<file path="config.mk">
export PLATFORM = sky130hd
export DESIGN_NAME = output_port_bank
export DESIGN_NICKNAME = d
export VERILOG_FILES = /design/src/rtl/q16_out_pkg.sv /design/src/rtl/out_fifo.sv /design/src/rtl/output_port_bank.sv
export SDC_FILE = /design/constraint.sdc
export NUM_CORES = 1
export LEC_CHECK = 0
export BUFFER_PORTS_ARGS = -buffer_cell sky130_fd_sc_hd__buf_2
export CELL_PAD_IN_SITES_DETAIL_PLACEMENT = 0
export CELL_PAD_IN_SITES_GLOBAL_PLACEMENT = 1
export CORE_MARGIN = 5
export CORE_UTILIZATION = 47
export DETAILED_ROUTE_END_ITERATION = 10
export PLACE_DENSITY = 0.92
export SETUP_SLACK_MARGIN = 0.15
export SYNTH_ARGS = -nofsm -noshare
export SYNTH_HDL_FRONTEND = slang
export SYNTH_SLANG_ARGS = --single-unit
export TNS_END_PERCENT = 30
</file>
<file path="constraint.sdc">
create_clock -name clk -period 3.6 [get_ports clk]
set_clock_uncertainty 0.1 [all_clocks]
set_input_delay 0.18 -clock clk [delete_from_list [all_inputs] [get_ports clk]]
set_output_delay 0.18 -clock clk [all_outputs]
set_load 0.005 [all_outputs]
</file>
<file path="src/rtl/q16_out_pkg.sv">
// q16_out_pkg: shared defaults, channel mode constants and mode lookup helper for the output port bank
package q16_out_pkg;
  localparam int DATA_W_DEF = 16;
  localparam logic MODE_LATCH = 1'b1;
  localparam logic MODE_STROBE = 1'b0;
  function automatic logic ch_mode(input logic [7:0] mask, input logic [2:0] c);
    return mask[c];
  endfunction
endpackage

</file>
<file path="src/rtl/out_fifo.sv">
// out_fifo: sync FIFO for one STROBE channel
// Ports: clk/rst; push/pop requests; head (0 when empty); empty; full; drop (push refused because full without pop)
module out_fifo #(
  parameter int DATA_W = 16,
  parameter int FIFO_DEPTH = 4
) (
  input  logic              clk,
  input  logic              rst,
  input  logic              push,
  input  logic              pop,
  input  logic [DATA_W-1:0] din,
  output logic [DATA_W-1:0] head,
  output logic              empty,
  output logic              full,
  output logic              drop
);
  localparam int AW = $clog2(FIFO_DEPTH);
  logic [DATA_W-1:0] mem [FIFO_DEPTH];
  logic [AW-1:0] rd, wr;
  logic [AW:0] cnt;
  logic do_push, do_pop;
  assign empty = cnt == '0;
  assign full = cnt == (AW+1)'(FIFO_DEPTH);
  assign do_pop = pop & !empty;
  // a full FIFO still takes a push when the same cycle frees a slot
  assign do_push = push & (!full | do_pop);
  assign drop = push & !do_push;
  assign head = empty ? '0 : mem[rd];
  always_ff @(posedge clk) begin
    if (do_push) mem[wr] <= din;
  end
  always_ff @(posedge clk) begin
    if (rst) begin
      rd <= '0;
      wr <= '0;
      cnt <= '0;
    end else begin
      if (do_push) wr <= wr + 1'b1;
      if (do_pop) rd <= rd + 1'b1;
      cnt <= cnt + (AW+1)'(do_push) - (AW+1)'(do_pop);
    end
  end
endmodule

</file>
<file path="src/rtl/output_port_bank.sv">
// output_port_bank: OUT instruction copies a source register to a subset of LATCHED/STROBE output channels
// Ports: s/inter/reg_sel/sreg_flat/out_en form the OUT request; out_data/out_valid/out_ready per channel;
// fifo_full, sticky ovf (cleared by ovf_clr) per STROBE channel; pend flags a deferred write
module output_port_bank
  import q16_out_pkg::*;
#(
  parameter int DATA_W = DATA_W_DEF,
  parameter int NREG = 4,
  parameter int NCH = 2,
  parameter logic [7:0] LATCH_MASK = 8'b01,
  parameter int FIFO_DEPTH = 4,
  parameter logic DEFER = 1'b1
) (
  input  logic                    clk,
  input  logic                    rst,
  input  logic                    s,
  input  logic                    inter,
  input  logic [$clog2(NREG)-1:0] reg_sel,
  input  logic [NREG*DATA_W-1:0]  sreg_flat,
  input  logic [NCH-1:0]          out_en,
  output logic [NCH*DATA_W-1:0]   out_data,
  output logic [NCH-1:0]          out_valid,
  input  logic [NCH-1:0]          out_ready,
  output logic [NCH-1:0]          fifo_full,
  output logic [NCH-1:0]          ovf,
  input  logic [NCH-1:0]          ovf_clr,
  output logic                    pend
);
  localparam int RSW = $clog2(NREG);
  logic req, store, commit;
  logic [DATA_W-1:0] data, pend_data, cdata;
  logic [NCH-1:0] pend_en, cen;
  assign req = s & |out_en;
  always_comb begin
    data = '0;
    for (int r = 0; r < NREG; r++)
      if (reg_sel == RSW'(r)) data = sreg_flat[r*DATA_W +: DATA_W];
  end
  // a pending write always commits before a newer request, which then takes the slot
  assign store = req & (inter ? DEFER : pend);
  assign commit = !inter & (pend | req);
  assign cdata = pend ? pend_data : data;
  assign cen = pend ? pend_en : out_en;
  always_ff @(posedge clk) begin
    if (rst) begin
      pend <= 1'b0;
      pend_data <= '0;
      pend_en <= '0;
    end else begin
      pend <= store | (inter & pend);
      if (store) begin
        pend_data <= data;
        pend_en <= out_en;
      end
    end
  end
  for (genvar c = 0; c < NCH; c++) begin : g_ch
    if (ch_mode(LATCH_MASK, 3'(c)) == MODE_LATCH) begin : g_lat
      logic [DATA_W-1:0] d_q;
      logic v_q;
      always_ff @(posedge clk) begin
        if (rst) begin
          d_q <= '0;
          v_q <= 1'b0;
        end else begin
          v_q <= commit & cen[c];
          if (commit & cen[c]) d_q <= cdata;
        end
      end
      assign out_data[c*DATA_W +: DATA_W] = d_q;
      assign out_valid[c] = v_q;
      assign fifo_full[c] = 1'b0;
      assign ovf[c] = 1'b0;
    end else begin : g_stb
      logic empty, drop, o_q;
      out_fifo #(.DATA_W(DATA_W), .FIFO_DEPTH(FIFO_DEPTH)) u_fifo (
        .clk(clk),
        .rst(rst),
        .push(commit & cen[c]),
        .pop(out_ready[c]),
        .din(cdata),
        .head(out_data[c*DATA_W +: DATA_W]),
        .empty(empty),
        .full(fifo_full[c]),
        .drop(drop)
      );
      // set wins over a same-cycle clear
      always_ff @(posedge clk) begin
        if (rst) o_q <= 1'b0;
        else o_q <= drop | (o_q & ~ovf_clr[c]);
      end
      assign out_valid[c] = !empty;
      assign ovf[c] = o_q;
    end
  end
endmodule

</file>
After elaboration in Yosys (flattened, before gate mapping)
Memories as Yosys holds them, arrays and structs flattened. A register that Yosys moved wholly into a read port is not among the register bits.
Cells that the tools add are included.

storage, ports and cells
  register bits after elaboration = 44
  memory bits (writable) = 64
  bits of input ports = 76
  logic and storage cells = 52
  memories kept = 1

cells by class
  $add $sub $neg = 4
  equality and inequality tests = 4
  muxes and demuxes = 12
  bitwise gates (word level) = 15
  reduce and logical (&&, ||, !) cells = 7

memory list
  memory                    depth  bits a word  rd ports  clocked after memory_dff  wr ports  line            source
  g_ch[1].g_stb.u_fifo.mem  4      16           1         1                         1         out_fifo.sv:18  logic [DATA_W-1:0] mem [FIFO_DEPTH];

operator list
  kind                   count
  $mux W16               6
  $and A1 B1 Y1          10
  $mux W2                3
  $add A2 B1 Y2 const B  2
  $eq A2 B2 Y1 const B   2
  $logic_not A1 Y1       4
  $or A1 B1 Y1           4
  $add A3 B1 Y3          1
  $eq A3 B3 Y1 const B   1
  $logic_not A3 Y1       1
  $mux W1                3
  $sub A3 B1 Y3          1
  $eq A2 B1 Y1 const B   1
  $logic_not A2 Y1       1
  $reduce_or A2 Y1       1
  $not A1 Y1             1

Logic depth before layout (Yosys ltp)
Gate-level depths: netlist of run 1.

  depth in word-level cells = 9
  gate-level depth with buffers = 9

Hierarchy
From an unflattened synthesis of run 1, not the netlist that was laid out.

second synthesis, totals
  cell total of the unflattened synthesis = 308
  area total of the unflattened synthesis = 4859.7 µm²

modules (own cells, without submodules)
  module            times used  cells an instance  area each (µm²)  sequential area each (µm²)
  out_fifo          1           150                2904.0           2102.0
  output_port_bank  1           158                1955.6           740.7

Least setup slack after synthesis of run 1
OpenSTA, ideal clock, no wires.

  path type = register to register
  start = register g_ch[1].g_stb.u_fifo.cnt[2]
  end = register g_ch[1].g_stb.u_fifo.cnt[2]
  setup time = 0.130 ns
  data arrival time = 1.936 ns
  setup slack = 1.434 ns
  cell stages (with the launch flop) = 10
  buffers on the path = 0
  period minus slack after synthesis = 2.166 ns
  cell sequence = dfxtp_1 -> o31ai_1 -> inv_1 -> ha_1 -> inv_1 -> ha_1 -> fa_1 -> xnor2_1 -> xnor2_1 -> nor2_1

between the ends
  word-level cells in the longest chain between the ends = 7
  elaborated cells on any way between the ends = 9
  those cells by class = add/sub: 2; eq/ne: 1; bitwise: 3; reduce/logical: 3

RTL lines
  what                             line            source
  start, declared                  out_fifo.sv:20  logic [AW:0] cnt;
  start signal, assigned           out_fifo.sv:40  cnt <= cnt + (AW+1)'(do_push) - (AW+1)'(do_pop);
  $logic_not A3 Y1 (*)             out_fifo.sv:22  assign empty = cnt == '0;
  $logic_not A1 Y1 (*)             out_fifo.sv:24  assign do_pop = pop & !empty;
  $and A1 B1 Y1 (*)                out_fifo.sv:24
  net g_ch[1].g_stb.u_fifo.do_pop  out_fifo.sv:21  logic do_push, do_pop;
  $or A1 B1 Y1                     out_fifo.sv:26  assign do_push = push & (!full | do_pop);
  $and A1 B1 Y1                    out_fifo.sv:26
  $add A3 B1 Y3                    out_fifo.sv:40
  $sub A3 B1 Y3 (*)                out_fifo.sv:40

The timed path passes the listed nets; every way through them passes the cells marked *.
A chain may end at the register's enable or synchronous reset.

Final worst setup path of run 1
  start = register pend
  end = register g_ch[0].g_lat.d_q[1]

between the ends
  word-level cells in the longest chain between the ends = 3
  elaborated cells on any way between the ends = 5
  those cells by class = mux: 2; bitwise: 3

RTL lines
  what                    line                    source
  start, declared         output_port_bank.sv:27  output logic pend
  start signal, assigned  output_port_bank.sv:50  pend <= store | (inter & pend);
  $or A1 B1 Y1            output_port_bank.sv:41  assign commit = !inter & (pend | req);
  $and A1 B1 Y1           output_port_bank.sv:41
  $and A1 B1 Y1           output_port_bank.sv:67  if (commit & cen[c]) d_q <= cdata;
  end signal, assigned    output_port_bank.sv:67
  end, declared           output_port_bank.sv:59  logic [DATA_W-1:0] d_q;

Several ways; a longest one is shown, not always the timed one.

==> results of run 1 <==
## through the flow
step	util, %	power (mW)	hold WS, ps	setup slack (ps)
after global placement	53.81	2.208	346.8	1301
after floorplan	-	1.976	223.9	1434
after detailed placement	53.81	2.231	359.5	1246
after CTS	55.94	2.912	0.4981	1227
final	55.94	2.877	19.75	1231
after global routing	55.94	3.048	25.81	1067
## kinds of logic (layout without fill, tap and decap cells)
group                    after synthesis  in the layout  synth area share [%]
XOR/XNOR                               4              4                0.7179
AO/OA/AOI/OAI                         39             39                 7.408
multiplexers                          52             52                 18.89
AND/OR/NAND/NOR                       62             62                 7.280
adder cells (fa/ha/maj)                7              7                 1.948
flip-flops                           110            110                 58.24
buffers and inverters                 52            163                 5.435
other                                  1              2               0.07683
## worst reg2reg max path, stage by stage (launching register included)
cell and delay [ps]:
dfxtp_1 330, buf_4 230, and4bb_1 690, or2_1 700, a211oi_1 170
## what timing repair did
action / 4_1_cts / 5_1_grt
gates resized for setup: 0 / 0
hold buffers: 3 / 0
hold endpoints to repair: 3 / 0
## synthesized netlist by cell type
| cell type | number |
|---|---|
| mux2_2 | 1 |
| and4bb_1 | 1 |
| ha_1 | 6 |
| edfxtp_1 | 64 |
| or2_1 | 1 |
| and2_1 | 4 |
| clkbuf_1 | 10 |
| nand3b_1 | 1 |
| dfxtp_1 | 46 |
| xor2_1 | 2 |
| a211oi_1 | 7 |
| nor4b_1 | 1 |
| nor2_1 | 9 |
| nor2b_1 | 20 |
| inv_1 | 24 |
| nand2b_1 | 3 |
| xnor2_1 | 2 |
| and3_1 | 1 |
| fa_1 | 1 |
| or4b_2 | 1 |
| a211o_1 | 1 |
| a22o_1 | 16 |
| mux2i_1 | 19 |
| buf_6 | 2 |
| a21oi_1 | 2 |
| buf_2 | 6 |
| nand2_1 | 2 |
| mux4_2 | 32 |
| o311ai_0 | 1 |
| buf_12 | 1 |
| and3b_1 | 1 |
| o31ai_1 | 1 |
| nor3_1 | 17 |
| buf_4 | 8 |
| clkbuf_2 | 1 |
| o221ai_1 | 1 |
| conb_1 | 1 |
| a211oi_2 | 10 |
## flip-flops by register name, indices dropped and copies added, names as in the netlist, named ones only
name                   count
g_ch.g_stb.u_fifo.rd       2
pend_en                    2
g_ch.g_lat.d_q            16
g_ch.g_stb.u_fifo.mem     64
g_ch.g_stb.o_q             1
pend_data                 16
g_ch.g_stb.u_fifo.wr       2
g_ch.g_lat.v_q             1
pend                       1
g_ch.g_stb.u_fifo.cnt      3
## power groups by stage
stage / clock [mW] / combinational, mW / sequential, mW
final: 0.696 / 0.720 / 1.46
after global routing: 0.760 / 0.818 / 1.47
after CTS: 0.707 / 0.744 / 1.46
after detailed placement: 0 / 0.741 / 1.49
after global placement: 0 / 0.721 / 1.49
after floorplan: 0 / 0.508 / 1.47
## routing by layer
layer  vias up  part of all wire, %  GRT usage (%)
met5         -                    0              0
met4         0                  1.2          4.623
met3         9                  7.0          4.457
met2       107                   49          27.78
met1      1471                   42          19.36
li1       1438                    -              -
## cell type report
| type | instances | area share [%] |
|---|---|---|
| clock inverters | 3 | 0.3061 |
| repair buffers | 123 | 11.46 |
| inverters | 24 | 1.574 |
| well taps | 136 | 2.973 |
| clock buffers | 13 | 2.973 |
| multi-input cells | 166 | 31.04 |
| flip-flops and latches | 110 | 49.67 |
## worst max path at each step
stage,slack [ps],depth (start not counted),to,startpoint
after floorplan,1430,9,g_ch[1].g_stb.u_fifo.cnt[2],g_ch[1].g_stb.u_fifo.cnt[2]
after global placement,1300,4,g_ch[0].g_lat.d_q[0],pend
after detailed placement,1250,4,g_ch[0].g_lat.d_q[15],pend
after CTS,1230,4,g_ch[0].g_lat.d_q[1],pend
after global routing,1070,4,g_ch[0].g_lat.d_q[1],pend
final,1230,4,g_ch[0].g_lat.d_q[1],pend
==> impl_results.md, run 1 <==
- Post-synthesis cell type count: 38
- Postcts setup bufs: 0
- Port-buffer cells: 110
- Most common cell after layout, fill and taps aside: buf_2
- Hold Crit Class: input port to flop
- Initial antenna violation count: 0
- Tcrit/Tclk final: 65.79%
- TNS Setup: 0 ps
- First-pass GRT wire length: 15.86 mm
- Max transition margin: 49.15%
- Seq/Total Area, Yosys: 58.24%
- Routed WL: 9.625 mm
- Status: finished clean
- Setup violations, final: 0
- CP startpoint kind: flop
- Max-cap violations: 0
- Peak supply drop: 0.1899 mV
- DR vias/cell: 5.261
- Clk slew on worst S/H paths: 100 ps
- Unrepaired setup endpoints after global routing: no
- Crit path max fanout: 21
- Logic pwr share: 25.0%
- Worst Path Required: 3710 ps
- Placed Instances: 556
- Synth Register Bits: 110
- Internal Power: 2.102 mW
- Vias in the first global route: 3,253
- Worst EP arrival: 2480 ps
- Die area: 0.01252 mm2
- Final Hold Fails: 0
- H-tree Lvls: 3
- Clk root buf: clkbuf_8
- Core area: 0.01023 mm2
- Syn-to-layout area delta: 17.25%
- Seq pwr share: 50.8%
- Worst Path Class, Setup: flop to flop
- Remaining Overflow, GRT: 0
- Worst Hold Launch: inter
- Worst r2r src: pend
- # diodes: 0
- Placed Area: 0.005505 mm2
- Critical Path End Type: flop
- Mapped cell area: 0.004881 mm2
- Most frequent cells in the layout: buf_2 (110), edfxtp_1 (64), dfxtp_1 (46)
- Synth Instances: 327
- Syn Area/Cell: 14.93 um2
- Worst-Margin Slew: 762.7 ps
- Storage cell area: 0.002843 mm2
- Crit path max-delay family: simple AND/OR/NAND/NOR gates
- Max Clock Freq: 422.2 MHz
- Clock power share: 24.2%
- Total track usage: 15.95%
- Drt first pass iters: 4
- TritonCTS Buffers: 9
- Via count: 3,025
- Post-DRT Antenna Nets: 0
- Worst path bufs/invs: 1
- Initial core utilization: 47.71%
- Routability cong.: 0.7594
- Chip Width: 111.9 um
- Layout fillers: 818
- Worst Hold Path EP: pend
- NetSw: 774.6 uW
- Flop-to-flop setup slack: 1230 ps
- Top post-synthesis cells by area: edfxtp_1 (39%), dfxtp_1 (19%), mux4_2 (15%)
- CP cell instances: buf_4 > and4bb_1 > or2_1 > a211oi_1
- CTS Sinks: 110
- Synth area leader: edfxtp_1
- Leakage: 2.248 nW
- Slowest-stage cell, CP: and4bb_1
- Die Y: 111.9 um
- CTS tree: done
- Fin crit period: 2369 ps
- Yosys warns: 0
- Multi-input gate area: 0.001777 mm2
- Pwr/cell area: 502.7 mW/mm2
- Finished Layout Cells: 575
- Non-Filler Cell Area, Final: 0.005723 mm2
- Hpwl dp: 7.387 mm
- WHS Path Cells: 3
- Clock Path Buffers: 2
- Worst-Skew Late Latency: 370 ps
- Reg-to-reg endpoint: g_ch[0].g_lat.d_q[1]
- Top cell type's share of synthesized area: 39.37%
- Worst stage delay on the critical path: 690 ps
- Length in cells of the worst reg-to-reg path: 4
- Fin. max-slew vios: 0
- Largest net degree at the start of global routing: 34
- Initial drt markers: 124
- Nets: 517
- Sw frac: 26.93%
- Residual DRC count: 0
- Avg WL per Cell: 16.74 um
- I/O pins: 115
- # rows: 37
- Layout cells sized above 1: 40.55%
Power figures use the tool's default switching activity.
==> run 2, diff against run 1 <==
- CORE_UTILIZATION: 47 -> 39
- PLACE_DENSITY: 0.92 -> 0.82
- clock period: 3.6 -> 2.14 ns (I/O delays scaled with it)
==> run 2 against run 1 <==
Against the previous run:
- maximum frequency rose by 17%
- clock-buffer cell count shrank 3
- utilization down 5.8 points
- setup slack lost 1100 ps
- cell count is 7.5% higher
- critical path type unchanged
==> impl_results.md, run 2 (synthesis results as in run 1) <==
- Status: finished clean
- Most common cell after layout, fill and taps aside: buf_2
- Layout fillers: 1,040
- Hold Crit Class: input port to flop
- Logic pwr share: 25.2%
- Nets: 528
- Unrepaired setup endpoints after global routing: yes
- Clock Path Buffers: 2
- Core area: 0.01216 mm2
- Layout cells sized above 1: 45.33%
- Via count: 3,050
- Vias in the first global route: 3,270
- Internal Power: 4.130 mW
- Post-DRT Antenna Nets: 0
- Worst Path Required: 2260 ps
- Sw frac: 26.33%
- CTS Sinks: 110
- Crit path launch: g_ch[1].g_stb.u_fifo.cnt[1]
- Worst Hold Launch: inter
- Worst r2r src: g_ch[1].g_stb.u_fifo.cnt[1]
- Most frequent cells in the layout: buf_2 (110), edfxtp_1 (64), dfxtp_1 (42)
- Hpwl dp: 7.468 mm
- Worst-Margin Slew: 1093 ps
- Syn-to-layout area delta: 24.87%
- Tcrit/Tclk final: 94.96%
- Biggest register: g_ch.g_stb.u_fifo.mem
- Crit path max fanout: 3
- NetSw: 1.476 mW
- DP Worst Slack: -22.57 ps
- Biggest regs: g_ch.g_stb.u_fifo.mem x64, g_ch.g_lat.d_q x16, pend_data x16
- Setup violations, final: 0
- Final WS setup: 107.9 ps
- # diodes: 0
- Initial drt markers: 111
- DR vias/cell: 4.935
- Die Y: 121.9 um
- Chip Width: 121.9 um
- Pwr/cell area: 919.9 mW/mm2
- Die area: 0.01485 mm2
- Final Util: 50.11%
- Avg WL per Cell: 16.17 um
- Peak supply drop: 0.3813 mV
- Drt first pass iters: 4
- I/O pins: 115
- Max-cap violations: 0
- Clk slew on worst S/H paths: 70 ps
- Max transition margin: 26.97%
- Initial antenna violation count: 0
- Remaining Overflow, GRT: 0
- Seq pwr share: 43.7%
- Largest net degree at the start of global routing: 33
- Final Hold Fails: 0
- First-pass GRT wire length: 16.36 mm
- TritonCTS Buffers: 9
- Worst Path Class, Setup: flop to flop
- Max Clock Freq: 492.1 MHz
- Routability cong.: 0.7698
- Initial core utilization: 40.13%
- Leakage: 2.382 nW
- Port-buffer cells: 110
- Residual DRC count: 0
- Clock power share: 31.1%
- Worst EP arrival: 2150 ps
- Fin. max-slew vios: 0
- Clk root buf: clkbuf_16
- H-tree Lvls: 3
- Routed WL: 9.994 mm
- # rows: 40
- Critical Path End Type: flop
- Largest register FFs: 64
- CP startpoint kind: flop
- Total track usage: 14.04%
- Worst-Skew Late Latency: 340 ps
- Fin crit period: 2032 ps
- CTS tree: done
[run 2: cell types whose count changed in the layout (fill, tap and decap cells not counted), moves of 3 or more]
cell and change:
buf_4 +8, clkbuf_16 +9, clkbuf_8 -10, dfxtp_1 -4
dfxtp_2 +3
[run 2: through the flow]
| step | hold slack, ps | cells | TNS (ps) | area [um2] | total power [mW] |
|---|---|---|---|---|---|
| 6_report | 41.12 | 618 | 0 | 6095 | 5.606 |
| 5_1_grt | 50.31 | 618 | 0 | 6095 | 5.906 |
| 4_1_cts | 26.47 | 618 | 0 | 6063 | 5.625 |
| 3_5_place_dp | 290.5 | 595 | -22.57 | 5659 | 3.844 |
| 3_3_place_gp | 275.2 | 595 | 0 | 5659 | 3.799 |
| 2_1_floorplan | 148.5 | 328 | 0 | 4932 | 3.367 |
[run 2: metal layers]
metal | global-route usage (%) | share of wire, % | vias to the layer above | wire [um]
met3 | 3.621 | 8.0 | 12 | 802
met4 | 4.202 | 1.3 | 0 | 126
met5 | 0 | 0 | - | 0
li1 | - | - | 1464 | -
met1 | 17.87 | 42 | 1463 | 4208
met2 | 23.65 | 49 | 111 | 4856
[run 2: layout make-up]
class	instances	area, um2	area share, %
multi-input cells	166	1853	30.40
clock inverters	6	75.07	1.232
repair buffers	134	765.7	12.56
flip-flops and latches	110	2850	46.77
inverters	24	90.09	1.478
well taps	168	210.2	3.449
clock buffers	10	250.2	4.106
[run 2: critical path, cell delays in order, from the launching register on]
cell and delay (ps):
dfxtp_4 360, o31ai_4 240, inv_2 70, ha_4 270, inv_2 40, ha_4 150
fa_2 350, xnor2_2 140, xnor2_1 140, nor2_1 50
[run 2: power groups by stage]
stage | registers [mW] | logic, mW | clock network, mW
finish | 2.45 | 1.41 | 1.74
detailed placement | 2.49 | 1.35 | 0
global route | 2.46 | 1.58 | 1.86
CTS | 2.45 | 1.40 | 1.77
global placement | 2.48 | 1.32 | 0
floorplan | 2.48 | 0.883 | 0
[run 2: repair_timing]
item | in CTS | in global routing
hold endpoints to repair | 4 | 0
pin swaps | 4 | 1
buffers inserted | 3 | 0
resized for setup | 4 | 7
hold buffers | 4 | 0
setup endpoints to repair | 18 | 24
[run 2: path summary, 6_finish.rpt]
check / endpoint / slack, ps / cells after the start
setup / recovery: g_ch[1].g_stb.u_fifo.cnt[2] / 110 / 9
hold / removal: g_ch[1].g_stb.o_q / 40 / 3
setup reg to reg: g_ch[1].g_stb.u_fifo.cnt[2] / 110 / 9
hold reg to reg: pend_data[8] / 380 / 1
==> run 3, diff against run 2 <==
- CORE_UTILIZATION: 39 -> 40
- PLACE_DENSITY: 0.82 -> 0.81
- clock period: 2.14 -> 1.9 ns (I/O delays scaled with it)
==> run 3 against run 2 <==
Against the previous run:
- the run now ends with negative setup slack left
- sequential share of layout area down 0.089 points
- flip-flop and latch count stayed put
- global-route usage down 0.21 points
- worst hold slack improved by 61 ps
- wire length decreased by 3.0%
- critical endpoint unchanged
==> impl_results.md, run 3 (synthesis results as in run 1) <==
- Worst Hold Launch: sreg_flat[43]
- Drt first pass iters: 4
- CTS Sinks: 110
- Syn-to-layout area delta: 24.99%
- Logic pwr share: 26.4%
- Fin. max-slew vios: 0
- Most common cell after layout, fill and taps aside: buf_2
- Seq pwr share: 44.3%
- Clk root buf: clkbuf_16
- Slowest-stage cell, CP: fa_2
- Initial antenna violation count: 0
- CP startpoint kind: flop
- Postcts setup bufs: 0
- Critical Path End Type: flop
- Via count: 3,056
- Residual DRC count: 0
- CP most frequent cell: inv_1
- Violated checks: negative setup slack
- Flop-to-flop setup slack: -140 ps
- Peak supply drop: 0.6656 mV
- I/O pins: 115
- Setup violations, final: 10
- Crit path launch: g_ch[1].g_stb.u_fifo.cnt[0]
- Routed metal-1 wirelength: 4.244 mm
- Clock Path Buffers: 2
- Top sig layer: met4
- Detailed-routed wire length on met2: 4.722 mm
- Worst r2r src: g_ch[1].g_stb.u_fifo.cnt[0]
- First-pass GRT wire length: 16.12 mm
- TritonCTS Buffers: 9
- Internal Power: 4.562 mW
- Final Hold Fails: 0
- Die area: 0.01451 mm2
- Crit path max fanout: 2
- Tcrit/Tclk final: 107.2%
- Worst Path Class, Setup: flop to flop
- Layout fillers: 1,007
- Reg-to-reg endpoint: g_ch[1].g_stb.u_fifo.cnt[2]
- Worst Hold Path EP: pend_data[11]
- Biggest register: g_ch.g_stb.u_fifo.mem
- Total track usage: 13.83%
- Finished Layout Cells: 597
- Die Y: 120.5 um
- Post-DRT Antenna Nets: 0
- Worst EP arrival: 2150 ps
- Max-cap violations: 0
- Clk slew on worst S/H paths: 80 ps
- Core area: 0.01201 mm2
- Worst hold slack: 101.7 ps
- Pwr/cell area: 1020 mW/mm2
- Chip Width: 120.5 um
- Routed WL: 9.693 mm
- Status: finished with violations
- Routability cong.: 0.7847
- Worst Path Required: 2020 ps
- Vias in the first global route: 3,195
- DR vias/cell: 5.119
- Remaining Overflow, GRT: 0
- Placed Instances: 576
- H-tree Lvls: 3
- Initial drt markers: 91
- CP cell instances: o31ai_4 > inv_1 > ha_1 > inv_1 > ha_2 > fa_2 > xnor2_2 > xnor2_1 > nor2_1
- Nets: 528
- WHS Path Cells: 3
- Non-Filler Cell Area, Final: 0.006101 mm2
- Biggest regs: g_ch.g_stb.u_fifo.mem x64, g_ch.g_lat.d_q x16, pend_data x16
- Largest net degree at the start of global routing: 32
- Clock power share: 29.3%
- Hpwl dp: 7.420 mm
- CTS tree: done
- # rows: 40
- Final WS setup: -136.6 ps
- Avg WL per Cell: 16.24 um
- Largest register FFs: 64
- Met3 wire length: 642 um
- NetSw: 1.661 mW
- Length in cells of the worst reg-to-reg path: 9
- Worst stage delay on the critical path: 350 ps
- Max Clock Freq: 491.0 MHz
- Hold Crit Class: input port to flop
- # diodes: 0
- Layout cells sized above 1: 46.00%
- Leakage: 2.403 nW
- Initial core utilization: 40.64%
- Sw frac: 26.69%
- Unrepaired setup endpoints after global routing: yes
- Final Util: 50.79%
- Worst-Skew Late Latency: 340 ps
- Placed Area: 0.005689 mm2
- Port-buffer cells: 110
- Most frequent cells in the layout: buf_2 (110), edfxtp_1 (64), dfxtp_1 (42)
- Fin crit period: 2037 ps
[run 3: per-layer routing]
layer  vias to the layer above  global-route usage [%]
li1                       1470                       -
met4                         0                   3.187
met3                         8                   3.648
met2                       105                   23.26
met1                      1473                   17.98
met5                         -                       0
[run 3: cell type report]
cell class / instances / area, um2 / area share (%)
Tap cell: 147 / 183.9 / 3.015
Inverter: 24 / 90.09 / 1.477
Sequential cell: 110 / 2848 / 46.68
Multi-Input combinational cell: 166 / 1858 / 30.46
Timing Repair Buffer: 134 / 823.3 / 13.49
Clock inverter: 6 / 58.81 / 0.9639
Clock buffer: 10 / 239.0 / 3.917
[run 3: worst max-delay path: cells and delay by family, from the launching register on]
| family | cells | cell delay (ps) |
|---|---|---|
| simple gates | 1 | 50 |
| buf+inv | 2 | 100 |
| xor+xnor | 2 | 280 |
| flops | 1 | 340 |
| compound gates | 1 | 240 |
| fa+ha+maj | 3 | 810 |
[run 3: worst max path at each step]
| stage | cells past startpoint | slack (ps) | end |
|---|---|---|---|
| 6_report | 9 | -140 | g_ch[1].g_stb.u_fifo.cnt[2] |
| 5_1_grt | 9 | -230 | g_ch[1].g_stb.u_fifo.cnt[2] |
| 4_1_cts | 9 | -150 | g_ch[1].g_stb.u_fifo.cnt[2] |
| 3_5_place_dp | 8 | -180 | g_ch[1].g_stb.u_fifo.cnt[2] |
| 3_3_place_gp | 9 | -110 | g_ch[1].g_stb.u_fifo.cnt[2] |
| 2_1_floorplan | 9 | -120 | g_ch[1].g_stb.u_fifo.cnt[2] |
[run 3: what timing repair did]
item,CTS,global route
cloned,1,0
gates resized for setup,11,4
setup endpoints to repair,109,97
hold buffers,4,0
pin swaps,2,2
endpoints found under the hold margin,4,0
[run 3: metrics by stage]
| step | setup slack [ps] | TNS, ps | total power, mW |
|---|---|---|---|
| after floorplan | -122.7 | -2709 | 3.794 |
| after global placement | -113.2 | -130.8 | 4.342 |
| after detailed placement | -178.8 | -266.6 | 4.386 |
| after CTS | -148.8 | -782.8 | 6.313 |
| after global routing | -233.5 | -1273 | 6.569 |
| final | -136.6 | -391.8 | 6.223 |
[run 3: power by group through the flow]
| stage | registers, mW | logic [mW] | clock network (mW) |
|---|---|---|---|
| global placement | 2.79 | 1.55 | 0 |
| finish | 2.75 | 1.65 | 1.82 |
| global route | 2.77 | 1.83 | 1.97 |
| floorplan | 2.80 | 0.996 | 0 |
| detailed placement | 2.80 | 1.59 | 0 |
| CTS | 2.76 | 1.68 | 1.87 |
